$ cat src/rtl/ram_ctrl_pkg.sv
// Shared widths and FSM state encodings for the RAM command sequencer.
// State encodings are plain localparams so legacy code can keep comparing raw values.
package ram_ctrl_pkg;

  localparam int unsigned ADDR_W_DEF = 3;
  localparam int unsigned DATA_W_DEF = 8;

  localparam int unsigned STATE_W = 3;

  localparam logic [STATE_W-1:0] ST_IDLE     = 3'd0;
  localparam logic [STATE_W-1:0] ST_WRITE    = 3'd1;
  localparam logic [STATE_W-1:0] ST_RD_ISSUE = 3'd2;
  localparam logic [STATE_W-1:0] ST_RD_CAPT  = 3'd3;
  localparam logic [STATE_W-1:0] ST_RESP     = 3'd4;
  localparam logic [STATE_W-1:0] ST_CLEAR    = 3'd5;

endpackage

$ cat src/rtl/ram_ctrl.sv
// Single-outstanding command sequencer in front of a synchronous RAM (1-cycle read latency).
// Optional zero-fill engine enabled by defining RAM_CTRL_CLEAR_EN.
module ram_ctrl
  import ram_ctrl_pkg::*;
#(
  parameter int unsigned ADDR_W = ADDR_W_DEF,
  parameter int unsigned DATA_W = DATA_W_DEF
) (
  input  logic              clk,
  input  logic              reset,
  input  logic              cmd_valid,
  output logic              cmd_ready,
  input  logic              cmd_write,
  input  logic [ADDR_W-1:0] cmd_addr,
  input  logic [DATA_W-1:0] cmd_data,
  output logic              rsp_valid,
  input  logic              rsp_ready,
  output logic [DATA_W-1:0] rsp_data,
  output logic              ram_write_en,
  output logic [ADDR_W-1:0] ram_addr,
  output logic [DATA_W-1:0] ram_write_data,
  input  logic [DATA_W-1:0] ram_read_data
`ifdef RAM_CTRL_CLEAR_EN
  ,
  input  logic              clear,
  output logic              clear_busy
`endif
);

  logic [STATE_W-1:0] state;
  logic               idle;
  logic               clear_start;
  logic               accept;

  assign idle = (state == ST_IDLE);

`ifdef RAM_CTRL_CLEAR_EN
  // Clear wins over a pending command, so ready is withheld in that cycle.
  assign clear_start = idle & clear;
  assign clear_busy  = (state == ST_CLEAR);
`else
  assign clear_start = 1'b0;
`endif

  assign cmd_ready    = idle & ~clear_start;
  assign accept       = cmd_valid & cmd_ready;
  assign ram_write_en = (state == ST_WRITE) | (state == ST_CLEAR);

  always_ff @(posedge clk) begin
    if (reset) begin
      state          <= ST_IDLE;
      ram_addr       <= '0;
      ram_write_data <= '0;
      rsp_valid      <= 1'b0;
      rsp_data       <= '0;
    end else begin
      case (state)
        ST_IDLE: begin
          if (clear_start) begin
            state          <= ST_CLEAR;
            ram_addr       <= '0;
            ram_write_data <= '0;
          end else if (accept) begin
            ram_addr       <= cmd_addr;
            ram_write_data <= cmd_data;
            state          <= cmd_write ? ST_WRITE : ST_RD_ISSUE;
          end
        end
        ST_WRITE:    state <= ST_IDLE;
        ST_RD_ISSUE: state <= ST_RD_CAPT;
        ST_RD_CAPT: begin
          rsp_data  <= ram_read_data;
          rsp_valid <= 1'b1;
          state     <= ST_RESP;
        end
        ST_RESP: begin
          if (rsp_ready) begin
            rsp_valid <= 1'b0;
            state     <= ST_IDLE;
          end
        end
`ifdef RAM_CTRL_CLEAR_EN
        ST_CLEAR: begin
          if (ram_addr == {ADDR_W{1'b1}}) state <= ST_IDLE;
          else ram_addr <= ram_addr + 1'b1;
        end
`endif
        default: state <= ST_IDLE;
      endcase
    end
  end

endmodule

$ cat config.mk
export PLATFORM = sky130hd
export DESIGN_NAME = ram_ctrl
export DESIGN_NICKNAME = d
export VERILOG_FILES = /design/src/rtl/ram_ctrl_pkg.sv /design/src/rtl/ram_ctrl.sv
export SDC_FILE = /design/constraint.sdc
export NUM_CORES = 1
export LEC_CHECK = 0
export ABC_AREA = 1
export ABC_CLOCK_PERIOD_IN_PS = 2100
export CAP_MARGIN = 20
export CELL_PAD_IN_SITES_DETAIL_PLACEMENT = 0
export CELL_PAD_IN_SITES_GLOBAL_PLACEMENT = 1
export CORE_AREA = 2 2 62 64
export CTS_BUF_LIST = sky130_fd_sc_hd__clkbuf_4 sky130_fd_sc_hd__clkbuf_8 sky130_fd_sc_hd__clkbuf_16
export CTS_CLUSTER_SIZE = 16
export DETAILED_ROUTE_END_ITERATION = 6
export DIE_AREA = 0 0 64 66
export GPL_TIMING_DRIVEN = 0
export PLACE_DENSITY = 0.87
export SYNTH_ARGS = -nofsm -noshare
export SYNTH_HDL_FRONTEND = slang
export SYNTH_SLANG_ARGS = --single-unit
export TNS_END_PERCENT = 5
$ cat constraint.sdc
create_clock -name clk -period 2.1 [get_ports clk]
set_input_delay 0.42 -clock clk [delete_from_list [all_inputs] [get_ports clk]]
set_output_delay 0.42 -clock clk [all_outputs]
set_load 0.01 [all_outputs]
==> flow_summary.yaml <==
worst_hold_path:
  hold_path.class: "flop to flop"
setup_path:
  crit_arrival_ns: 1.43
  cpMaxStageDelayCell: "clkdlybuf4s50_1"
  setup.worst_path.end_class: "primary output"
  cp.required_ns: 1.68
  critical-path-max-stage-delay_ns: 0.54
  start_kind: "flop"
  critPathMaxFanout: 4
  crit_chain: "inv_1, nor2_1, clkdlybuf4s50_1"
  critPathKind: "flop to primary output"
global_route:
  grt_use_met1_pct: 14.1
  grt_pass1_wl_mm: 3.67
  grt_pass1_vias: 870
  use_met2_pct: 17.2
  grt_start_max_net_pins: 13
  overflow: 0
  track_usage_pct: 11.0
  grt.busiest_layer: "met2"
  antenna_found_initial: 0
  use_met3_pct: 3.07
route:
  drt_iter0_markers: 50
  dr.pass1.iters: 4
  detail-route-antenna-nets: 0
  vias: 931
  post-route-drc-count: 0
  routed_wirelength_mm: 2.09
  routedWlPerCell_um: 8.97
  vias_per_cell: 4.00
timing:
  finalMaxSlewViolations: 0
  min_period_ns: 1.85
  setup_viol: 0
  worst_pin_slew_ns: 0.376
  fmax_mhz: 540
  finalSetupTns_ns: 0
  slew_headroom_pct: 75.0
  fin_worst_skew_ns: 0.00120
  finalHoldViolCount: 0
  fin_crit_sh_pct: 88.2
  rsz0062_at_grt: "no"
yosys:
  avgSynthCellArea_um2: 6.94
  synth_seq_cells: 23
  synth_cells: 136
  syn_nets: 160
  synth.distinct_cells: 15
  ys_warn_count: 0
  yosysSeqAreaShare_pct: 48.8
  syn_area_um2: 943
floorplanning:
  die_w_um: 64
  initial_utilization_pct: 26.6
  dieHeight_um: 66
  pin_count: 46
  rows: 22
  core_area_um2: 3550
  dieArea_um2: 4220
cells_and_area:
  drive_above_1_share_pct: 5.95
  antennaDiodeCount: 0
  syn_to_final_growth_pct: 57.3
  finalNetCount: 210
  design_area_um2: 1480
  mostFrequentLayoutCells: "clkdlybuf4s50_1, nor2_1, nand2_1, dfxtp_1, inv_1"
  final_common_cell: "clkdlybuf4s50_1"
clocking:
  cts_max_level: 1
  clockRootBuffer: "clkbuf_4"
  clock-sinks: 23
  cts-hold-fix-buffers: 0
  clock_latency_ns: 0.30
  cts_tree: "built"
  clockBufferDepth: 2
  cts_made_buffers: 3
  cts_setup_buffers: 0
  cts-resized-gates: 0
  clk_pin_slew_worst_paths_ns: 0.12
status:
  status: "finished, final reports clean"
place:
  routabilityCongestion: 0.727
  io_buffers: 45
  placed_area_um2: 1450
  dpl.hpwl_mm: 1.55
power:
  irDropWorstVdd_uv: 281
  finalPower_mw: 1.16
  p_leak_nw: 0.657
  cellPowerDensity_nw_per_um2: 781
job:
  cap_violations: 0
## path summary, 6_finish.rpt
path,start,slack [ns],depth (start not counted),end
setup / recovery,state[0],0.25,3,ram_write_en
setup reg to reg,state[0],0.99,5,ram_addr[2]
hold / removal,rsp_valid,0.47,2,rsp_valid
hold reg to reg,rsp_valid,0.47,2,rsp_valid
## critical path, delay by kind of cell (launching register included)
| kind | cells | cell delay [ns] |
|---|---|---|
| buf+inv | 2 | 0.62 |
| flops | 1 | 0.43 |
| simple gates | 1 | 0.09 |
## area by class of cell
cell class	instances	area (um^2)
fillers	369	2070
multi-input cells	90	383
plain buffers	5	32.5
flip-flops and latches	23	460
repair buffers	45	450
well taps	48	60.1
inverters	18	67.6
clock buffers	4	30.0
## synth_stat cells
cell      instances  area, um^2
nor3_1            1        5.00
dfxtp_1          23         460
nor2_4            1        11.3
buf_6             1        11.3
a21oi_1           2        10.0
inv_2             1        3.75
clkbuf_1          1        3.75
nand2_1          26        97.6
nor2_1           43         161
nand3_1           8        40.0
inv_1            17        63.8
buf_2             2        10.0
o21ai_0           8        40.0
nand3_4           1        17.5
buf_4             1        7.51
## layer usage
layer | part of all wire [%] | vias to the layer above | routed length, um
met5 | 0 | - | 0
met4 | 0.57 | 0 | 12
met3 | 8.6 | 2 | 179
met2 | 42 | 36 | 888
met1 | 48 | 386 | 1010
li1 | - | 507 | -
## logic make-up (layout without fill, tap and decap cells)
kind of cell | Yosys count | count (layout) | share of synthesized area [%]
AOI/OAI and AO/OA | 10 | 10 | 5.31
buffers and inverters | 23 | 72 | 10.6
DFF | 23 | 23 | 48.8
and+or+nand+nor | 80 | 80 | 35.3
## sequential cells by signal, summed over array words and instances (netlist names)
| signal | flops |
|---|---|
| rsp_valid | 1 |
| ram_addr | 3 |
| state | 3 |
| ram_write_data | 8 |
| rsp_data | 8 |
## report_power, final
part / switching [mW] / leakage (nW) / internal [mW]
Clock: 0.126 / 0.0184 / 0.0869
Sequential: 0.0385 / 0.189 / 0.497
Combinational: 0.189 / 0.450 / 0.221
Total: 0.353 / 0.657 / 0.805
## through the flow
stage / hold WS [ns] / cells / utilization, % / worst slack [ns]
3_5_place_dp: 0.455 / 229 / 40.9 / 0.458
3_3_place_gp: 0.454 / 229 / 40.9 / 0.463
5_1_grt: 0.511 / 233 / 41.8 / 0.0967
2_1_floorplan: 0.477 / 136 / - / 1.03
6_report: 0.471 / 233 / 41.8 / 0.247
4_1_cts: 0.476 / 233 / 41.8 / 0.210
Note: power is estimated with default switching activity, not from simulation.
